## src/rtl/ws2812_encoder.sv

```systemverilog
// WS2812 serial line encoder: one-pixel holding register feeding a 24-bit GRB shifter.
// Optional per-channel brightness scaling when WS2812_BRIGHTNESS_EN is defined.
module ws2812_encoder #(
  parameter int T0H   = 20,
  parameter int T1H   = 40,
  parameter int T_BIT = 63,
  parameter int T_RES = 2500
) (
  input  logic        clk,
  input  logic        rst,
`ifdef WS2812_BRIGHTNESS_EN
  input  logic [7:0]  brightness,
`endif
  input  logic [23:0] pix_data,
  input  logic        pix_last,
  input  logic        pix_valid,
  output logic        pix_ready,
  output logic        ser_data,
  output logic        busy
);
  localparam int CMAX = (T_BIT > T_RES) ? T_BIT : T_RES;
  localparam int CW   = $clog2(CMAX + 1);

  typedef enum logic [1:0] {IDLE, HIGH, LOW, LATCH} state_e;

  state_e        state_q, state_d;
  logic [CW-1:0] cnt_q, cnt_d;
  logic [4:0]    bit_q, bit_d;
  logic [23:0]   shift_q, shift_d;
  logic [23:0]   hold_data_q, hold_data_d;
  logic          cur_last_q, cur_last_d;
  logic          hold_last_q, hold_last_d;
  logic          hold_valid_q, hold_valid_d;
  logic          ser_q, ser_d;
  logic          accept, load;
  logic [23:0]   pix_in;
  logic [CW-1:0] thigh_m1;

`ifdef WS2812_BRIGHTNESS_EN
  function automatic logic [7:0] scale(input logic [7:0] ch, input logic [7:0] b);
    logic [15:0] p;
    p = {8'd0, ch} * ({8'd0, b} + 16'd1);
    return p[15:8];
  endfunction
  assign pix_in = {scale(pix_data[23:16], brightness),
                   scale(pix_data[15:8],  brightness),
                   scale(pix_data[7:0],   brightness)};
`else
  assign pix_in = pix_data;
`endif

  assign pix_ready = !hold_valid_q && !rst;
  assign accept    = pix_valid && pix_ready;
  assign busy      = !rst && ((state_q != IDLE) || hold_valid_q);
  assign ser_data  = ser_q;
  assign thigh_m1  = shift_q[23] ? CW'(T1H - 1) : CW'(T0H - 1);

  always_comb begin
    state_d      = state_q;
    cnt_d        = cnt_q;
    bit_d        = bit_q;
    shift_d      = shift_q;
    cur_last_d   = cur_last_q;
    hold_data_d  = hold_data_q;
    hold_last_d  = hold_last_q;
    hold_valid_d = hold_valid_q;
    load         = 1'b0;
    case (state_q)
      IDLE: if (hold_valid_q) load = 1'b1;
      HIGH: begin
        cnt_d = cnt_q + CW'(1);
        if (cnt_q == thigh_m1) state_d = LOW;
      end
      LOW: begin
        if (cnt_q == CW'(T_BIT - 1)) begin
          cnt_d = '0;
          if (bit_q != 5'd0) begin
            shift_d = {shift_q[22:0], 1'b0};
            bit_d   = bit_q - 5'd1;
            state_d = HIGH;
          end else if (cur_last_q) begin
            state_d = LATCH;
          end else if (hold_valid_q) begin
            load = 1'b1;
          end else begin
            state_d = IDLE;
          end
        end else begin
          cnt_d = cnt_q + CW'(1);
        end
      end
      LATCH: begin
        if (cnt_q == CW'(T_RES - 1)) begin
          cnt_d   = '0;
          state_d = IDLE;
        end else begin
          cnt_d = cnt_q + CW'(1);
        end
      end
      default: state_d = IDLE;
    endcase
    // Reloading from hold at the end of bit 0 keeps the stream gap-free.
    if (load) begin
      shift_d      = hold_data_q;
      cur_last_d   = hold_last_q;
      hold_valid_d = 1'b0;
      bit_d        = 5'd23;
      cnt_d        = '0;
      state_d      = HIGH;
    end
    if (accept) begin
      hold_data_d  = pix_in;
      hold_last_d  = pix_last;
      hold_valid_d = 1'b1;
    end
    // Line follows the state one cycle late, giving the 2-cycle accept-to-rise latency.
    ser_d = (state_q == HIGH);
  end

  always_ff @(posedge clk) begin
    if (rst) begin
      state_q      <= IDLE;
      cnt_q        <= '0;
      bit_q        <= '0;
      shift_q      <= '0;
      cur_last_q   <= 1'b0;
      hold_data_q  <= '0;
      hold_last_q  <= 1'b0;
      hold_valid_q <= 1'b0;
      ser_q        <= 1'b0;
    end else begin
      state_q      <= state_d;
      cnt_q        <= cnt_d;
      bit_q        <= bit_d;
      shift_q      <= shift_d;
      cur_last_q   <= cur_last_d;
      hold_data_q  <= hold_data_d;
      hold_last_q  <= hold_last_d;
      hold_valid_q <= hold_valid_d;
      ser_q        <= ser_d;
    end
  end
endmodule

```

## config.mk

```make
export PLATFORM = sky130hd
export DESIGN_NAME = ws2812_encoder
export DESIGN_NICKNAME = d
export VERILOG_FILES = /design/src/rtl/ws2812_encoder.sv
export SDC_FILE = /design/constraint.sdc
export NUM_CORES = 1
export LEC_CHECK = 0
export CORE_ASPECT_RATIO = 0.6
export CORE_MARGIN = 2
export CORE_UTILIZATION = 56
export CTS_CLUSTER_DIAMETER = 80
export DETAILED_ROUTE_END_ITERATION = 8
export MAX_ROUTING_LAYER = met4
export PLACE_DENSITY_LB_ADDON = 0.12
export SYNTH_ARGS = -nofsm -noshare
export SYNTH_HDL_FRONTEND = slang
export SYNTH_SLANG_ARGS = --single-unit
```

## constraint.sdc

```tcl
create_clock -name clk -period 2.6 [get_ports clk]
set_input_delay 0.65 -clock clk [delete_from_list [all_inputs] [get_ports clk]]
set_output_delay 0.65 -clock clk [all_outputs]
set_load 0.05 [all_outputs]
```

After elaboration in Yosys (flattened, before gate mapping) --
Cells that the tools add are included.
Operators by class: $add $sub $neg 2, eq/ne operators 14, muxes and demuxes 27, reduce and logical (&&, ||, !) cells 20
Operators by type and width (number):
- 2-to-1 mux 24 bit | 4
- one-hot mux 12 bit (3 select lines) | 1
- 2-to-1 mux 12 bit | 2
- 2-to-1 mux 5 bit | 4
- adder 12 x 1 -> 12 bit (second input constant) | 1
- equality test 12 bit (second input constant) | 1
- equality test 12 x 6 -> 1 bit | 1
- equality test 12 x 6 -> 1 bit (second input constant) | 1
- 2-to-1 mux 2 bit | 6
- AND reduction 5 bit | 2
- nonzero test 2 bit | 5
- 2-to-1 mux 1 bit | 7
- 2-to-1 mux 6 bit | 1
- inequality test 3 bit (second input constant) | 2
- one-hot mux 2 bit (3 select lines) | 1
- AND reduction 3 bit | 2
- inequality test 5 bit (second input constant) | 1
- nonzero test 5 bit | 1
- subtractor 5 x 1 -> 5 bit (second input constant) | 1
- equality test 2 bit (second input constant) | 2
- inequality test 2 bit (second input constant) | 2
- inequality test 4 bit (second input constant) | 1
- nonzero test 4 bit | 1
- logical AND 1 bit | 3
- 9 further kinds | 10
Word-level totals: register bits 71, output and inout port bits 3, word-level logic and storage cells 74

Logic depth before layout (Yosys ltp) --
depth in word-level cells 7, gate-level depth with buffers 9, gate-level depth less buffers 7

Worst setup path before layout --
Ideal clock, no wire load.
kind in2reg, from input rst, to register hold_data_q[21], library setup time 0.130 ns, data arrival time 2.074 ns, required time 2.470 ns, path slack 0.395 ns, stages on the path 5, buffers on the path 2, cell sequence nor2_1 -> and2_1 -> clkbuf_1 -> clkbuf_1 -> o21ai_0
On the way: word-level cells in the longest chain between the ends 3
Ends and longest elaborated chain:
- start, declared | RTL line 10 | input logic rst,
- logical NOT 1 bit | RTL line 52 | assign pix_ready = !hold_valid_q && !rst;
- logical AND 1 bit | RTL line 52
- logical AND 1 bit | RTL line 53 | assign accept = pix_valid && pix_ready;
- end signal, assigned | RTL line 137 | hold_data_q <= hold_data_d;
- end, declared | RTL line 30 | logic [23:0] hold_data_q, hold_data_d;
Parallel ways exist; a longest one is shown, timed or not. A chain may end at the register's enable or synchronous reset.

Final worst setup path --
from register bit_q[0], to register shift_q[7]
On the way: word-level cells in the longest chain between the ends 6
Ends and longest elaborated chain:
- start, declared | RTL line 28 | logic [4:0] bit_q, bit_d;
- start signal, assigned | RTL line 134 | bit_q <= bit_d;
- nonzero test 5 bit (*) | RTL line 77 | if (bit_q != 5'd0) begin
- 2-to-1 mux 1 bit | RTL line 77
- 2-to-1 mux 1 bit | RTL line 75 | if (cnt_q == CW'(T_BIT - 1)) begin
- one-hot mux 1 bit (2 select lines) | RTL line 68 | case (state_q)
- nonzero test 2 bit (no line)
- AND reduction 3 bit (no line)
- end signal, assigned | RTL line 135 | shift_q <= shift_d;
- end, declared | RTL line 29 | logic [23:0] shift_q, shift_d;
Mark *: on every way between the ends. The rest lies on a longest branch, timed or not.

==> flow_summary.ini <==
[floorplan]
io_pins = 31
die_h_um = 62.1
initial_core_util_pct = 57.4
dieArea_sq_mm = 0.00626
coreArea_sq_mm = 0.00549
rows = 21
die_w_um = 101

[placed_design]
place_ws_ns = 0.102
place.gp.congestion = 0.890
io_buffer_count = 30
hpwl_um = 4300

[yosys]
synth_cell_types = 43
ys_top_cells_by_count = nand2_1 (81), dfxtp_1 (71), nor2_1 (43)
async_flop_share_pct = 0
synthFlopType = dfxtp_1
yosys_warnings = 0
synth.avg_cell_area_sq_um = 8.16
synth-edff-count = 0
synthTopCellsByArea = dfxtp_1 (45%), nand2_1 (9.7%), a311oi_1 (6.1%)
yosys.area.top_type_share_pct = 45.1
ys_seq_area_share_pct = 45.1
yosysTopAreaCell = dfxtp_1
yosysMostFrequentCell = nand2_1
synth_area_sq_mm = 0.00315
synthesis.nets = 418
synth_seq_cells = 71
netlist_instances = 386

[power_and_ir_drop]
power_density_mw_per_mm2 = 704
p_total_w = 0.00269
p_clk_share_pct = 43.1
p_switching_w = 0.000634
vdd_ir_drop_max_mv = 0.441
combPwrFrac_pct = 11.3
power.share.switching_pct = 23.6
p_int_w = 0.00205
p_seq_share_pct = 45.6
p_leak_nw = 1.39

[clock_tree]
cts.sinks = 71
path_clk_slew_ns = 0.07
cts_made_buffers = 9
ctsRootBufferMaster = clkbuf_8
clk_latency_ns = 0.34
cts_tree = built
cts_buffer_depth = 2
htreeDepth = 3

[grt]
grt_max_degree = 57
grt_pass1_wl_um = 11500
grt_usage_pct = 23.7
grt_pass1_vias = 2464
antenna_found_initial = 0
grt.overflow.total = 0

[critical_path]
cp_max_fo = 12
critical_path.slowest_cell = or4b_2
path_cells = inv_1 > ha_1 > or4b_2 > and2_1 > nand2_1 > buf_4 > nand2_1 > a311oi_1
r2r_setup_slack_ns = 0.18
cp.required_ns = 2.83
cpPeakStageDelay_ns = 0.66
crit_arrival_ns = 2.64
path_common_cell = nand2_1
crit_path_end_kind = flop
startpoint_type = flop
path_class = reg -> reg

[routing]
vias = 2642
dr.first_iter.drc_count = 161
wirelength_um = 6660
via_per_inst = 5.49
ant_nets = 0
drc = 0
drt_pass1_iterations = 4
routedWlPerCell_um = 13.8

[status]
status = completed

[sta]
clock_skew_ns = 0.00784
worst_slew_pin_slew_ns = 0.562
rsz0062_at_grt = false
min_period_over_period_pct = 92.9
setup_slack_ns = 0.185
finalCriticalPeriod_ns = 2.42
maxSlewViolCount = 0
hold_viol_final = 0
fmax_mhz = 414
setup_viol = 0
setup-tns-final_ns = 0
maxSlewHeadroom_pct = 62.0

[final_layout]
area_growth_pct = 21.1
antenna_cells = 0
drive_gt1_share_pct = 8.74
fin_nets = 439

[flow_run]
drv_cap = 0

[hold_path]
hold_class = reg -> reg
power groups by stage:
stage / sequential, W / combinational [W] / clock [W]
finish: 0.00122 / 0.000305 / 0.00116
global placement: 0.00125 / 0.000293 / 0
CTS: 0.00122 / 0.000307 / 0.00118
detailed placement: 0.00125 / 0.000303 / 0
floorplan: 0.00123 / 0.000193 / 0
global route: 0.00123 / 0.000342 / 0.00123
sequential cells by signal, indices dropped and copies added (netlist names):
name,flops
hold_valid_q,1
bit_q,5
cnt_q,12
cur_last_q,1
hold_data_q,24
state_q,2
hold_last_q,1
shift_q,24
ser_data,1
worst max-delay path, delay by kind of cell, from the launching register on:
family,cells,cell delay (ns)
buffers and inverters,2,0.35
AOI/OAI and AO/OA,1,0.32
adders and majority gates,1,0.16
DFF,1,0.31
and+or+nand+nor,4,1.16
stage by stage:
stage	area (sq um)	utilization, %	std cells	hold WS, ns
after floorplan	3150	-	386	0.432
after global routing	3810	69.5	481	0.471
after CTS	3810	69.4	481	0.458
after global placement	3540	64.5	465	0.443
after detailed placement	3540	64.5	465	0.446
final	3810	69.5	481	0.454
worst paths after layout:
path                                                  start                      end  cells after the start
worst max-delay path                  bit_q[0]$_SDFFE_PP0P_  shift_q[7]$_SDFFE_PP0P_                      8
worst min-delay path            hold_data_q[0]$_SDFFE_PP0P_  shift_q[0]$_SDFFE_PP0P_                      2
worst max register to register        bit_q[0]$_SDFFE_PP0P_  shift_q[7]$_SDFFE_PP0P_                      8
worst min register to register  hold_data_q[0]$_SDFFE_PP0P_  shift_q[0]$_SDFFE_PP0P_                      2
layer usage:
metal  routed length, um  GRT usage (%)  part of all wire, %  up-vias
li1                    -              -                    -     1374
met5                   0              -                    0        -
met3                 410           8.22                  6.2        9
met1                3490           34.8                   52     1189
met2                2720           30.6                   41       70
met4                  42           6.34                 0.63        0
final cells by class:
cell class,instances,area (sq um)
Tap cell,69,86.3
Clock inverter,7,145
Clock buffer,9,124
Sequential cell,71,1420
Fill cell,449,1680
Timing Repair Buffer,37,398
Multi-Input combinational cell,284,1630
Inverter,4,15.0
cell families after synthesis:
| kind of cell | after synthesis | synth area share, % |
|---|---|---|
| AOI/OAI and AO/OA | 77 | 17.0 |
| xor gates and xnor gates | 12 | 3.34 |
| adders and majority gates | 4 | 1.59 |
| buffers and inverters | 31 | 3.81 |
| DFF | 71 | 45.1 |
| and+or+nand+nor | 191 | 29.2 |
repair_timing:
item | CTS | global route
buffers inserted | 0 | 0
gates resized for setup | 0 | 1
hold buffers | 0 | 0
endpoints found under the setup margin | 0 | 10
cells in the final DEF, fill, tap and decap left out, drive strengths merged, types with 5 or more instances in the layout:
master | Yosys | layout
clkbuf | 24 | 9
dfxtp | 71 | 71
nand3 | 8 | 8
o21ai | 26 | 26
a21oi | 8 | 8
nand2b | 26 | 26
xor2 | 8 | 8
buf | 3 | 9
and2 | 5 | 5
nor2 | 43 | 43
clkdlybuf4s50 | 0 | 28
a311oi | 22 | 22
nand2 | 81 | 81
Note: power is estimated with default switching activity, not from simulation.
